--- src/rtl/cw_key_shaper.sv ---
// cw_key_shaper: debounces the CW key and shapes the sidetone keying envelope with PTT hang.
// Ports:
//   clk          system clock
//   rst          synchronous active-high reset
//   cw_key_in    raw asynchronous key contact, active-high
//   cmd_addr     command slave address (6b)
//   cmd_data     command slave write data (32b)
//   cmd_rqst     command write strobe, one clk
//   cw_keydown   debounced key state
//   sidetone_sel sidetone enable to the audio stage
//   profile      envelope amplitude 0..127 to the audio stage
//   cw_ptt       transmit request including hang time
module cw_key_shaper #(
    parameter logic [16:0] CLK_FREQ_KHZ = 17'd76800,
    parameter logic [15:0] RAMP_DIV     = 16'd3000
) (
    input  logic        clk,
    input  logic        rst,
    input  logic        cw_key_in,
    input  logic [5:0]  cmd_addr,
    input  logic [31:0] cmd_data,
    input  logic        cmd_rqst,
    output logic        cw_keydown,
    output logic        sidetone_sel,
    output logic [6:0]  profile,
    output logic        cw_ptt
);
    typedef enum logic [2:0] {IDLE, RISE, ON, FALL, HANG} state_t;
    state_t      state;
    logic        k1, k2, key_s, cw_en;
    logic [16:0] ms_cnt;
    logic        ms_tick, ramp_tick;
    logic [7:0]  deb_ms, deb_cnt;
    logic [9:0]  hang_ms, hang_cnt;
    logic [15:0] rp_cnt;
    logic        unused;
    always_comb begin
        key_s     = k2 & cw_en;
        ms_tick   = ms_cnt == CLK_FREQ_KHZ - 17'd1;
        ramp_tick = rp_cnt == RAMP_DIV - 16'd1;
        unused    = ^{cmd_data[31:25], cmd_data[23:18]};
    end
    // Synchronizer, ms timebase, config register and debouncer.
    // The debounce counter only advances while the synchronized key disagrees with
    // the accepted state, so any glitch shorter than deb_ms ms restarts from zero.
    always_ff @(posedge clk) begin
        if (rst) begin
            k1         <= 1'b0;
            k2         <= 1'b0;
            ms_cnt     <= '0;
            deb_ms     <= 8'd5;
            hang_ms    <= '0;
            cw_en      <= 1'b1;
            deb_cnt    <= '0;
            cw_keydown <= 1'b0;
        end else begin
            k1     <= cw_key_in;
            k2     <= k1;
            ms_cnt <= ms_tick ? '0 : ms_cnt + 17'd1;
            if (cmd_rqst && cmd_addr == 6'h11) begin
                deb_ms  <= cmd_data[7:0];
                hang_ms <= cmd_data[17:8];
                cw_en   <= cmd_data[24];
            end
            if (key_s == cw_keydown)
                deb_cnt <= '0;
            else if (deb_cnt >= deb_ms) begin
                cw_keydown <= key_s;
                deb_cnt    <= '0;
            end else if (ms_tick && deb_cnt != 8'hFF)
                deb_cnt <= deb_cnt + 8'd1;
        end
    end
    // Envelope FSM. The ramp prescaler restarts on every state change so each new
    // ramp segment takes a full RAMP_DIV before its first step; a key change in
    // RISE/FALL takes priority over a coincident ramp step.
    always_ff @(posedge clk) begin
        if (rst) begin
            state        <= IDLE;
            profile      <= '0;
            sidetone_sel <= 1'b0;
            cw_ptt       <= 1'b0;
            rp_cnt       <= '0;
            hang_cnt     <= '0;
        end else begin
            rp_cnt <= ramp_tick ? '0 : rp_cnt + 16'd1;
            case (state)
                IDLE: if (cw_keydown) begin
                    state        <= RISE;
                    sidetone_sel <= 1'b1;
                    cw_ptt       <= 1'b1;
                    rp_cnt       <= '0;
                end
                RISE: if (!cw_keydown) begin
                    state  <= FALL;
                    rp_cnt <= '0;
                end else if (ramp_tick) begin
                    if (profile >= 7'd126) begin
                        profile <= 7'd127;
                        state   <= ON;
                        rp_cnt  <= '0;
                    end else
                        profile <= profile + 7'd1;
                end
                ON: begin
                    profile <= 7'd127;
                    if (!cw_keydown) begin
                        state  <= FALL;
                        rp_cnt <= '0;
                    end
                end
                FALL: if (cw_keydown) begin
                    state  <= RISE;
                    rp_cnt <= '0;
                end else if (ramp_tick) begin
                    if (profile <= 7'd1) begin
                        profile      <= '0;
                        sidetone_sel <= 1'b0;
                        rp_cnt       <= '0;
                        if (hang_ms != '0) begin
                            state    <= HANG;
                            hang_cnt <= '0;
                        end else begin
                            state  <= IDLE;
                            cw_ptt <= 1'b0;
                        end
                    end else
                        profile <= profile - 7'd1;
                end
                HANG: if (cw_keydown) begin
                    state        <= RISE;
                    sidetone_sel <= 1'b1;
                    rp_cnt       <= '0;
                end else if (hang_cnt >= hang_ms) begin
                    state  <= IDLE;
                    cw_ptt <= 1'b0;
                    rp_cnt <= '0;
                end else if (ms_tick && hang_cnt != 10'h3FF)
                    hang_cnt <= hang_cnt + 10'd1;
                default: state <= IDLE;
            endcase
        end
    end
endmodule
--- config.mk ---
export PLATFORM = sky130hd
export DESIGN_NAME = cw_key_shaper
export DESIGN_NICKNAME = d
export VERILOG_FILES = /design/src/rtl/cw_key_shaper.sv
export SDC_FILE = /design/constraint.sdc
export NUM_CORES = 1
export LEC_CHECK = 0
export CORE_UTILIZATION = 50
export CTS_CLUSTER_DIAMETER = 200
export DETAILED_ROUTE_END_ITERATION = 16
export GPL_TIMING_DRIVEN = 0
export PLACE_DENSITY = 0.69
export SYNTH_ARGS = -nofsm -noshare
export SYNTH_HDL_FRONTEND = slang
export SYNTH_SLANG_ARGS = --single-unit
--- constraint.sdc ---
create_clock -name clk -period 2.85 [get_ports clk]
set_clock_uncertainty 0.05 [all_clocks]
set_input_delay 0.57 -clock clk [delete_from_list [all_inputs] [get_ports clk]]
set_output_delay 0.57 -clock clk [all_outputs]
set_load 0.1 [all_outputs]
==> results of run 1 <==
state kept, by name, indices dropped and copies added, names as in the netlist, 3 cells and up:
register / cells
ms_cnt: 17
rp_cnt: 16
hang_cnt: 10
hang_ms: 10
deb_cnt: 8
deb_ms: 8
profile: 7
state: 3
final cells by class:
| type | count | area [um2] | area share (%) |
|---|---|---|---|
| Multi-Input combinational cell | 403 | 2610 | 49.7 |
| Clock inverter | 6 | 68.8 | 1.31 |
| Clock buffer | 10 | 128 | 2.44 |
| Buffer | 18 | 103 | 1.96 |
| Inverter | 33 | 124 | 2.36 |
| Tap cell | 108 | 135 | 2.58 |
| Sequential cell | 85 | 1700 | 32.5 |
| Timing Repair Buffer | 37 | 370 | 7.07 |
through the flow:
step                utilization (%)  cell area [um2]  hold WS (ps)
finish                         59.8             5240           390
detailed placement             57.5             5040           375
global placement               57.5             5040           370
global route                   59.8             5240           403
CTS                            59.7             5230           394
floorplan                         -             4530           363
per-layer routing:
metal,track usage (%),part of all wire (%),vias to the layer above
met5,0,0,-
met4,7.46,0.81,0
met3,4.17,2.7,4
met2,34.9,48,61
met1,26.8,49,1816
li1,-,-,1969
kinds of logic after synthesis:
family / count (synthesis) / synth area share, %
AND/OR/NAND/NOR: 237 / 26.4
flip-flops: 85 / 37.6
adder cells (fa/ha/maj): 26 / 7.18
multiplexers: 19 / 4.25
buffers and inverters: 51 / 5.00
XOR/XNOR: 38 / 7.35
AO/OA/AOI/OAI: 83 / 12.2
worst reg2reg max path, delay by kind of cell, from the launching register on:
kind | cells | cell delay (ps)
and+or+nand+nor | 6 | 1540
DFF | 1 | 360
xor gates and xnor gates | 1 | 160
buffers and inverters | 1 | 180
adders and majority gates | 1 | 210
timing repair:
item | in CTS | in global routing
hold buffers | 0 | 0
setup endpoints to repair | 0 | 12
resized for setup | 0 | 1
worst paths after layout:
path	end	start	slack (ps)
min	k2	k1	390
max	profile[2]	profile[2]	170
min reg2reg	k2	k1	390
max reg2reg	deb_cnt[7]	ms_cnt[0]	240
report_power, final:
part	internal, mW	leakage [nW]	switching, mW	total, mW
Clock	0.414	0.0977	0.444	0.857
Combinational	0.119	1.22	0.200	0.319
Sequential	1.21	0.688	0.0295	1.24
layout by cell type, fill, tap and decap left out, drive strengths merged, types with 4 or more instances in the layout:
cell type	count
mux2i	17
o21ai	18
nor2b	9
clkdlybuf4s50	37
nand4	13
nand2	41
buf	4
nor3	16
ha	26
or3	7
xnor2	19
a31oi	4
or4	6
nor2	91
nand3	19
dfxtp	85
or2	4
xor2	19
nor4	6
a21oi	23
inv	36
and3	5
clkbuf	24
o21a	7
==> summary.md, run 1 <==
| Metric | Value |
|---|---|
| Detailed-routing iteration count for the pre-antenna-repair pass | 5 |
| Clock network latency to the later pin of the worst-skew pair | about 350 ps |
| Final worst path period share | between 90% and 100% |
| Sum of negative setup slack | 0 ps |
| Nets | around 660 |
| Area Overhead vs Synth | 15.7% |
| Worst reg2reg path depth | 9 |
| DRC Markers | 0 |
| Core region area | ~8800 um2 |
| Die outline area | around 9400 um2 |
| Gr usage total | around a fifth |
| Setup repair after global routing missed its margin | false |
| Highest Clock Rate | 373 MHz |
| Area contributors post-synth | sky130_fd_sc_hd__dfxtp_1 (38%), sky130_fd_sc_hd__nor2_1 (7.5%), sky130_fd_sc_hd__ha_1 (7.2%) |
| Largest net degree at the start of global routing | 16 |
| Leading cell types by count after synthesis | sky130_fd_sc_hd__nor2_1 (91), sky130_fd_sc_hd__dfxtp_1 (85), sky130_fd_sc_hd__nand2_1 (41) |
| Clock-pin slew on the worst setup and hold paths | about 90 ps |
| Longest individual stage delay on the worst path | 1190 ps |
| Number of register bits inferred by synthesis | 85 |
| Chip Height | ~97 um |
| Fraction of final layout cells with drive strength greater than 1 | 6.76% |
| Post-Synthesis Net Count | 607 |
| CP top delay family | buffers and inverters |
| Count of endpoints failing hold in the final timing report | 0 |
| Tightest Hold Check Type | register to register |
| Count of mapped cells out of synthesis | about 540 |
| Buffering stage count on the worst path with inverters included | 1 |
| Required @ worst endpoint | around 2200 ps |
| Max Cap Viol | 0 |
| Total clock buffers created by CTS | 9 |
| Clock tree from TritonCTS | built |
| Count of distinct cell types in the synthesized netlist | 64 |
| Number of synthesized flops with an enable pin | 0 |
| Leak | around 2 nW |
| Via count | approximately 3900 |
| Power density of the placed cells | approximately 460 nW/um2 |
| Count of nets left with antenna violations after detail routing | 0 |
| Floorplan row count | 34 |
| HPWL after detailed placement | 7.03 mm |
| Starting Density | between 50% and 60% |
| Final cell count without fillers | 700 |
| Library cell with the highest instance count after synthesis | sky130_fd_sc_hd__nor2_1 |
| Last weighted congestion value of the routability-driven placer | between 0.8 and 0.9 |
| Buffers on Ports | 37 |
| Hold Crit Depth | 1 |
| Most used DFF post-synth | sky130_fd_sc_hd__dfxtp_1 |
| Nature of the critical path endpoint | primary output |
| Relative slew slack | 34.6% |
| Largest area contributor in the synthesized netlist | sky130_fd_sc_hd__dfxtp_1 |
| Run status | complete, no violations |
| Period minus WS final | between 2000 and 3000 ps |
| Maximum level of the CTS H-tree | 3 |
| Average cell area after synthesis | between 8 and 9 um2 |
| Worst Setup Slack post-DPL | about 210 ps |
| Setup Buffers After CTS | 0 |
| Synth warn | 0 |
| Diodes inserted | 0 |
| Share of the synthesized area in the top cell type | between 30 and 40% |
| Residual overflow from global routing | 0 |
| Ratio of routed vias to standard cells | roughly 5.5 |
| Initial antenna violation count | 0 |
| Root Buffer Master | sky130_fd_sc_hd__clkbuf_8 |
| FILL cells | roughly 830 |
| Clk sinks | 85 |
| Final Routed Wirelength | 9.44 mm |
| Part of the Yosys area used for sequential elements | roughly 38% |
| Synthesized cell area | between 4000 and 5000 um2 |
| Synth async-reset ratio | 0% |
| Post-DR wirelength/cell | between 10 and 15 um |
| Via count of the first global-routing pass | approximately 3700 |
| Stages on worst setup path | 1 |
| Die width | a little under 100 um |
| Number of max-slew violations in the final report | 0 |
| Slowest library cell on the worst path | sky130_fd_sc_hd__clkdlybuf4s50_1 |
| Overall power of the completed layout | between 2 and 2.5 mW |
| Data arrival time of the critical path | between 2000 and 2500 ps |
| Critical Path, Cell by Cell | clkdlybuf4s50_1 |
| Startpoint-to-endpoint class of the critical path | register to primary output |
| Slew at the pin closest to its max-slew limit | just under 1000 ps |
| Worst VDD drop | 0.372 mV |
| First-iteration detailed-routing DRC count | approximately 110 |
| Endpoints failing setup | 0 |
| Crit-path max FO | 9 |
| Global-route wire length before repair | approximately 17 mm |
| Minimum setup slack in the final design | between 150 and 200 ps |
| Category of the worst setup path launch point | register |
| Buffer depth of the longest clock path | 2 |
| Number of placed I/O pins | 52 |
| Cell count after placement | around 680 |
No activity file was read; power rests on OpenSTA's default activity.
==> inputs of run 2 (changes only) <==
- REMOVE_ABC_BUFFERS: unset -> 1
==> run 2 against run 1 <==
Compared with the run above:
- non-clock buffer count fell by 16
- routed wire length shrank 4.0%
- global-route usage is 0.68 points lower
- register-to-register slack got worse by 30 ps
- sequential power barely moved
- largest cell class unchanged
- core utilization down 1.1 points
- critical endpoint is now profile[3]
- clock power shrank 9.1%
- final area shrank 1.9%
- critical path depth stayed put
- largest power group unchanged
==> summary.md, run 2 (synthesis results as in run 1) <==
| Metric | Value |
|---|---|
| Die outline area | 9440 um2 (unchanged) |
| Post-DR wirelength/cell | 13.2 um (-1.8%) |
| Buffer depth of the longest clock path | 2 (unchanged) |
| Switching power | 0.664 mW (-1.3%) |
| Endpoints failing setup | 0 (unchanged) |
| Detailed-routing iteration count for the pre-antenna-repair pass | 4 (-1) |
| Final worst path period share | 94.1% (+0.14 points) |
| Cell area after placement | 4940 um2 (-2.0%) |
| Initial antenna violation count | 0 (unchanged) |
| Period minus WS final | 2680 ps (+3.92 ps) |
| Slowest library cell on the worst path | sky130_fd_sc_hd__clkdlybuf4s50_1 |
| Root Buffer Master | sky130_fd_sc_hd__clkbuf_8 |
| Finished Core Util | 58.6% (-1.1 points) |
| Cts hold-fix bufs | 0 (unchanged) |
| Clk sinks | 85 (unchanged) |
| Max Cap Viol | 0 (unchanged) |
| Internal power summed over all cells | 1.67 mW (-4.6%) |
| Via count | 3789 (-1.6%) |
| Largest regs | ms_cnt (17), rp_cnt (16) |
| Part of the total power dissipated in combinational logic | 13.0% (-0.2 points) |
| Count of endpoints failing hold in the final timing report | 0 (unchanged) |
| Residual overflow from global routing | 0 (unchanged) |
| Ratio of routed vias to standard cells | 5.54 (+0.72%) |
| Nature of the critical path endpoint | primary output |
| Worst Setup Slack post-DPL | -165 ps (-377 ps) |
| Fraction of final layout cells with drive strength greater than 1 | 6.42% (-0.33 points) |
| CP top delay family | buffers and inverters |
| Minimum setup slack in the final design | 167 ps (-3.92 ps) |
| Buffers on Ports | 38 (+2.7%) |
| Longest individual stage delay on the worst path | 1200 ps (about the same) |
| Number of max-slew violations in the final report | 0 (unchanged) |
| Count of nets left with antenna violations after detail routing | 0 (unchanged) |
| Die width | 97.2 um (unchanged) |
| Clock network fraction of total power | 33.4% (-2.0 points) |
| Crit-path max FO | 9 (unchanged) |
| Power density of the placed cells | 453 nW/um2 (-1.8%) |
| Nets | 639 (-2.4%) |
| Starting Density | 51.7% (unchanged) |
| Buffering stage count on the worst path with inverters included | 1 (unchanged) |
| Highest Clock Rate | 373 MHz (-0.15%) |
| Core region area | 8760 um2 (unchanged) |
| Largest net degree at the start of global routing | 45 (+29) |
| Flip-flop count of the largest register, all copies and words added | 17 (unchanged) |
| Power share of the sequential group | 53.6% (+2.2 points) |
| Worst VDD drop | 0.287 mV (-23%) |
| Most flop-heavy register | ms_cnt |
| Clock network latency to the later pin of the worst-skew pair | 360 ps (about the same) |
| Setup repair after global routing missed its margin | false |
| Chip Height | 97.2 um (unchanged) |
| HPWL after detailed placement | 6.39 mm (-9.0%) |
| Relative slew slack | 35.2% (+0.55 points) |
| Sw Ratio | 28.5% (+0.69 points) |
| Last weighted congestion value of the routability-driven placer | 0.836 (-3.0%) |
| First-iteration detailed-routing DRC count | 109 (+2.8%) |
| Number of placed I/O pins | 52 (unchanged) |
| Commonest cells after routing, fill and taps aside | sky130_fd_sc_hd__nor2_1 (90), sky130_fd_sc_hd__dfxtp_1 (85), sky130_fd_sc_hd__nand2_1 (41) |
| DRC Markers | 0 (unchanged) |
| Via count of the first global-routing pass | 3624 (-1.8%) |
| Tightest Hold Check Type | register to register |
| Run status | complete, no violations |
| Floorplan row count | 34 (unchanged) |
| Diodes inserted | 0 (unchanged) |
| Global-route wire length before repair | 16.1 mm (-2.6%) |
| Post-route cell area | 5140 um2 (-1.9%) |
| Most frequent standard cell in the layout excluding fill and tap cells | sky130_fd_sc_hd__nor2_1 |
| Critical Path, Cell by Cell | clkdlybuf4s50_1 |
| Maximum level of the CTS H-tree | 3 (unchanged) |
| Gr usage total | 20.2% (-0.68 points) |
| Clock-pin slew on the worst setup and hold paths | 80 ps (about the same) |
| Area Overhead vs Synth | 13.5% |
| Startpoint-to-endpoint class of the critical path | register to primary output |
| Final Routed Wirelength | 9.06 mm (-4.0%) |
| Clock tree from TritonCTS | built |
| Slew at the pin closest to its max-slew limit | 969 ps (-8.27 ps) |
| Category of the worst setup path launch point | register |
| Leak | 1.97 nW (-1.4%) |
| Total clock buffers created by CTS | 9 (unchanged) |
| Data arrival time of the critical path | 2060 ps (about the same) |
| Required @ worst endpoint | 2230 ps (about the same) |
==> run 2: cell types whose count changed in the layout (fill, tap and decap cells not counted), sizes merged <==
cell	change
clkbuf	-13
inv	-3
buf	-2
clkinvlp	+2
bufinv	-1
clkdlybuf4s50	-1
clkinv	+1
dlymetal6s2s	+1
==> run 2: power by group through the flow <==
stage | registers, mW | logic (mW) | clock network (mW)
final | 1.25 | 0.302 | 0.779
after CTS | 1.25 | 0.301 | 0.807
after floorplan | 1.33 | 0.137 | 0
after global placement | 1.28 | 0.294 | 0
after detailed placement | 1.28 | 0.299 | 0
after global routing | 1.25 | 0.333 | 0.849
==> run 2: what timing repair did <==
item / in CTS / in global routing
resized for setup: 0 / 3
setup buffers: 0 / 0
setup endpoints to repair: 0 / 4
==> run 2: through the flow <==
| stage | TNS (ps) | power [mW] | hold WS [ps] | std cells |
|---|---|---|---|---|
| 6_report | 0 | 2.33 | 391 | 684 |
| 5_1_grt | 0 | 2.44 | 420 | 684 |
| 4_1_cts | 0 | 2.36 | 393 | 683 |
| 3_5_place_dp | -2090 | 1.58 | 382 | 667 |
| 3_3_place_gp | -11660 | 1.57 | 372 | 667 |
| 2_1_floorplan | -366 | 1.47 | 363 | 521 |
==> run 2: cell type report <==
| type | count | area [um2] |
|---|---|---|
| Inverter | 33 | 124 |
| Tap cell | 108 | 135 |
| Clock buffer | 11 | 141 |
| Clock inverter | 5 | 36.3 |
| Timing Repair Buffer | 39 | 393 |
| Fill cell | 808 | 3620 |
| Multi-Input combinational cell | 403 | 2610 |
| Sequential cell | 85 | 1700 |
==> run 2: final timing paths <==
path / slack [ps] / startpoint / endpoint / cells after the start
worst max-delay path: 170 / profile[3] / profile[3] / 1
worst min-delay path: 390 / ms_cnt[0] / ms_cnt[0] / 1
worst max register to register: 210 / profile[1] / hang_cnt[4] / 9
worst min register to register: 390 / ms_cnt[0] / ms_cnt[0] / 1
==> run 2: per-layer routing <==
layer	track usage (%)	vias to the layer above	part of all wire, %
met4	6.77	0	0.81
li1	-	1933	-
met5	0	-	0
met2	34.7	48	48
met3	4.10	10	3.0
met1	25.2	1798	48
==> RTL change 1 (flow settings as in run 1) <==
Register the inputs `cw_key_in`, `cmd_addr`, `cmd_data` and `cmd_rqst` before use, without a reset. The logic sees them one clock later.
--- a/src/rtl/cw_key_shaper.sv
+++ b/src/rtl/cw_key_shaper.sv
@@ -26,6 +26,19 @@
     output logic        cw_ptt
 );
     typedef enum logic [2:0] {IDLE, RISE, ON, FALL, HANG} state_t;
+
+    logic cw_key_q;
+    logic [5:0] cmd_addr_q;
+    logic [31:0] cmd_data_q;
+    logic cmd_rqst_q;
+
+    always_ff @(posedge clk) begin
+        cw_key_q   <= cw_key_in;
+        cmd_addr_q <= cmd_addr;
+        cmd_data_q <= cmd_data;
+        cmd_rqst_q <= cmd_rqst;
+    end
+
     state_t      state;
     logic        k1, k2, key_s, cw_en;
     logic [16:0] ms_cnt;
@@ -38,7 +51,7 @@
         key_s     = k2 & cw_en;
         ms_tick   = ms_cnt == CLK_FREQ_KHZ - 17'd1;
         ramp_tick = rp_cnt == RAMP_DIV - 16'd1;
-        unused    = ^{cmd_data[31:25], cmd_data[23:18]};
+        unused    = ^{cmd_data_q[31:25], cmd_data_q[23:18]};
     end
     // Synchronizer, ms timebase, config register and debouncer.
     // The debounce counter only advances while the synchronized key disagrees with
@@ -54,13 +67,13 @@
             deb_cnt    <= '0;
             cw_keydown <= 1'b0;
         end else begin
-            k1     <= cw_key_in;
+            k1     <= cw_key_q;
             k2     <= k1;
             ms_cnt <= ms_tick ? '0 : ms_cnt + 17'd1;
-            if (cmd_rqst && cmd_addr == 6'h11) begin
-                deb_ms  <= cmd_data[7:0];
-                hang_ms <= cmd_data[17:8];
-                cw_en   <= cmd_data[24];
+            if (cmd_rqst_q && cmd_addr_q == 6'h11) begin
+                deb_ms  <= cmd_data_q[7:0];
+                hang_ms <= cmd_data_q[17:8];
+                cw_en   <= cmd_data_q[24];
             end
             if (key_s == cw_keydown)
                 deb_cnt <= '0;
Formal check against the unedited RTL: not equivalent (Yosys sat finds a counterexample within 4 cycles, from zero or initial values and one cycle with rst high).
==> RTL change 1 against run 1 <==
Critical path depth stayed put; sequential cell count up 27; combinational power grew 22%; clock power increased by 9.1%; global-route usage fell by 0.66 points; synthesized cell count is 4.6% higher; routed wire length rose by 4.8%; core utilization fell by 0.36 points; setup slack got worse by 9.4 ps; synthesized area grew 13%; final area rose by 12%; power grew 23%; largest cell class unchanged; highest routed layer unchanged.
==> RTL change 1: results (changes against run 1) <==
cts_buffer_depth: 2  # unchanged
synth-xor-area-share_pct: 7.19  # -0.16 points
grt_start_max_net_pins: 22  # +6
fin_hold_ws_ps: 400  # +10.0 ps
drive_gt1_share_pct: 8.09  # +1.3 points
diodes: 0  # unchanged
drt_wl_total_um: 9890  # +4.8%
synth_compound_area_share_pct: 11.2  # -1.1 points
gp_congestion: 0.908  # +5.4%
reg.largest.list: "cmd_data_q: 19 flops, ms_cnt: 17 flops, rp_cnt: 16 flops"
status: "completed"
crit_family: "buffers and inverters"
hpwl_um: 7360  # +4.6%
yosys-top-cells-count: "dfxtp_1 (112), nor2_1 (86), inv_1 (33), nand2_1 (33), ha_1 (26)"
drt_iter0_drc: 215  # +100%
post_cts_resized: 0  # unchanged
r2r_slack_ps: 310  # +70 ps
dpl_cell_area_um2: 5660  # +12%
synth_nets: 632  # +4.1%
grt_use_total_pct: 20.3  # -0.66 points
grt_pass1_wl_um: 16900  # +1.9%
synth_fa_ha_area_share_pct: 6.36  # -0.82 points
worst_pin_slew_ps: 978  # +0.652 ps
clock_latency_ps: 370  # +20 ps
path_clk_slew_ps: 120  # +30 ps
synth.distinct_cells: 63  # -1.6%
p_leak_nw: 2.27  # +13%
fin_nets: 681  # +4.0%
seq_area_frac_synth_pct: 43.8  # +6.3 points
portBuffers: 38  # +2.7%
overflow: 0  # unchanged
first_pass_iters: 4  # -1
grt_pass1_vias: 3740  # +1.4%
synth.area.top_cells: "dfxtp_1 (44%), ha_1 (6.4%), nor2_1 (6.3%)"
yosys_warnings: 0  # unchanged
vias_per_cell: 5.29  # -3.8%
cp_slowest_cell: "clkdlybuf4s50_1"
ir_drop_v: 0.000349  # -6.0%
muxShareOfSynthArea_pct: 3.52  # -0.73 points
swShare_pct: 29.1  # +1.3 points
==> RTL change 1: changes by cell type in the layout (fill, tap and decap cells not counted), moves of 6 or more <==
cell,before,now
dfxtp_1,83,112
nor2_2,0,10
nand2_1,41,33
nor3_1,15,9
or4_1,6,0
xor2_1,19,25
==> RTL change 1: layout make-up <==
cell class,count,area [µm²]
buffer,17,77.6
clock buffer,10,128
clock inverter,6,72.6
fill,873,4000
inverter,33,124
multi-input combinational,402,2670
sequential,112,2240
tap,133,166
timing repair buffer,38,380
==> RTL change 1: cell families after synthesis <==
group | count (synthesis)
XOR/XNOR | 42
AND/OR/NAND/NOR | 232
buffers and inverters | 50
AO/OA/AOI/OAI | 84
flip-flops | 112
adder cells (fa/ha/maj) | 26
multiplexers | 18
==> RTL change 1: per-stage QoR <==
step | cells | total power, mW | utilization, % | setup slack (ps)
detailed placement | 735 | 2.08 | 57.4 | 257
CTS | 751 | 3.01 | 59.4 | 139
global route | 751 | 3.12 | 59.4 | 73.2
floorplan | 564 | 1.96 | - | 89.5
global placement | 735 | 2.07 | 57.4 | 291
finish | 751 | 2.98 | 59.4 | 161
==> RTL change 1: power by group through the flow <==
| stage | registers [mW] | clock network (mW) | logic [mW] |
|---|---|---|---|
| final | 1.65 | 0.935 | 0.390 |
| after floorplan | 1.77 | 0 | 0.194 |
| after detailed placement | 1.69 | 0 | 0.388 |
| after CTS | 1.65 | 0.964 | 0.389 |
| after global placement | 1.69 | 0 | 0.384 |
| after global routing | 1.66 | 1.04 | 0.425 |
==> RTL change 1: routing by layer <==
layer,wire (µm),GRT usage (%)
met3,385,3.93
met2,4650,34.0
met5,0,0
met1,4710,25.7
met4,137,7.80
==> RTL change 1: final timing paths <==
path,from,end,cells after the start
min,cw_key_q,k1,1
max,profile[0],profile[0],1
max reg2reg,hang_ms[7],rp_cnt[5],10
min reg2reg,cw_key_q,k1,1
==> RTL change 2 (settings of run 1) <==
Made on the original files. The parameter `CLK_FREQ_KHZ` goes from 17'd76800 to 17'd38400.
--- a/src/rtl/cw_key_shaper.sv
+++ b/src/rtl/cw_key_shaper.sv
@@ -11,7 +11,7 @@
 //   profile      envelope amplitude 0..127 to the audio stage
 //   cw_ptt       transmit request including hang time
 module cw_key_shaper #(
-    parameter logic [16:0] CLK_FREQ_KHZ = 17'd76800,
+    parameter logic [16:0] CLK_FREQ_KHZ = 17'd38400,
     parameter logic [15:0] RAMP_DIV     = 16'd3000
 ) (
     input  logic        clk,
Check against the original RTL: no difference found for any inputs over 10 cycles, from zero or initial values and one cycle with rst high; that may be too few to reach the edited logic, so the function may still have changed.
==> RTL change 2 against run 1 <==
Count of clock-buffer cells in the layout stayed put; clock power is 8.8% higher; final area is 4.3% higher; first-iteration DRC count is 21% higher; power is 2.8% higher; synthesized area is 4.1% higher; routed wire length is 12% higher; sequential cell count stayed put; largest cell class unchanged; setup slack worse by 22 ps.
==> RTL change 2: results (changes against run 1) <==
cts_root_buf: "clkbuf_8"
grt_pass1_wl_um: 17700  # +7.3%
reg.largest.list: "ms_cnt: 17 flops, rp_cnt: 16 flops"
switching_power_uw: 707  # +5.1%
r2r_cells: 10  # +1
grt_start_max_net_pins: 17  # +1
synth_nets: 622  # +2.5%
drive_gt1_share_pct: 7.38  # +0.62 points
diodes: 0  # unchanged
vias_per_cell: 5.63  # +2.4%
worst_pin_slew_ps: 964  # -13.3 ps
yosys-top-cells-count: "nor2_1 (91), dfxtp_1 (85), nand3_1 (34)"
hpwl_um: 7930  # +13%
fin_nets: 673  # +2.7%
clock_latency_ps: 370  # +20 ps
synth.distinct_cells: 75  # +17%
ir_drop_v: 0.000242  # -35%
status: "completed"
crit_arrival_ps: 2080  # +20 ps
path_clk_slew_ps: 90  # about the same
min_to: "ms_cnt[0]"
cts_buffers: 9  # unchanged
p_leak_nw: 2.11  # +5.4%
r2r_slack_ps: 260  # +20 ps
first_pass_iters: 5  # unchanged
max_stage_delay_ps: 1200
gp_congestion: 0.854  # -0.94%
drt_wl_total_um: 10500  # +12%
seq_area_frac_synth_pct: 36.1  # -1.5 points
synth-async-reset-ratio_pct: 0  # unchanged
synth.area.top_cells: "dfxtp_1 (36%), nor2_1 (7.2%), ha_1 (6.9%)"
cp-startpoint: "profile[0]"
min_from: "ms_cnt[0]"
grt_pass1_vias: 3821  # +3.6%
grt_use_total_pct: 22.5  # +1.6 points
r2r-start: "profile[1]"
crit_fanout: 10  # +1
portBuffers: 38  # +2.7%
drt_iter0_drc: 128  # +21%
reg2reg_to: "hang_cnt[7]"
-- RTL change 2: cell types whose count changed in the layout (fill, tap and decap cells not counted), sizes merged, moves of 6 or more --
| cell | before | now |
|---|---|---|
| nand3 | 19 | 34 |
| nand2 | 41 | 29 |
| a21boi | 1 | 10 |
| nand2b | 3 | 10 |
| nor2b | 9 | 2 |
| nor3 | 16 | 10 |
-- RTL change 2: logic make-up after synthesis --
| family | synth area share [%] |
|---|---|
| buf+inv | 4.80 |
| mux | 3.82 |
| fa+ha+maj | 6.90 |
| compound gates | 13.9 |
| simple gates | 27.4 |
| flops | 36.1 |
| xor+xnor | 7.06 |
-- RTL change 2: routing by layer --
metal | up-vias | GRT usage, % | routed length (µm)
met3 | 15 | 5.13 | 441
met4 | 0 | 7.01 | 170
met1 | 1909 | 29.9 | 5130
met5 | - | 0 | 0
li1 | 2067 | - | -
met2 | 69 | 36.4 | 4780
-- RTL change 2: layout make-up --
type                    instances  area [µm²]
fillers                       851        3730
multi-input cells             416        2790
flip-flops and latches         85        1700
repair buffers                 40         395
well taps                     111         139
clock buffers                  10         138
inverters                      32         120
plain buffers                  21         106
clock inverters                 6        78.8
-- RTL change 2: worst max-delay path by stage --
stage | end | slack, ps
after CTS | profile[0] | 130
after global routing | hang_cnt[7] | 40
after floorplan | hang_cnt[7] | 4
after detailed placement | rp_cnt[7] | 240
final | profile[0] | 150
after global placement | rp_cnt[10] | 290
-- RTL change 2: per-stage QoR --
step	instance area, µm²	hold slack (ps)	setup WS [ps]	cells	power, mW
final	5470	396	149	721	2.49
after global routing	5470	427	40.1	721	2.60
after CTS	5450	401	126	719	2.51
after detailed placement	5230	382	241	703	1.58
after global placement	5230	376	293	703	1.57
after floorplan	4710	363	4.41	554	1.48
-- RTL change 2: power groups by stage --
stage	clock, mW	combinational [mW]	sequential (mW)
floorplan	0	0.159	1.32
global placement	0	0.315	1.26
detailed placement	0	0.318	1.26
CTS	0.960	0.319	1.23
global route	1.01	0.357	1.24
finish	0.932	0.325	1.23
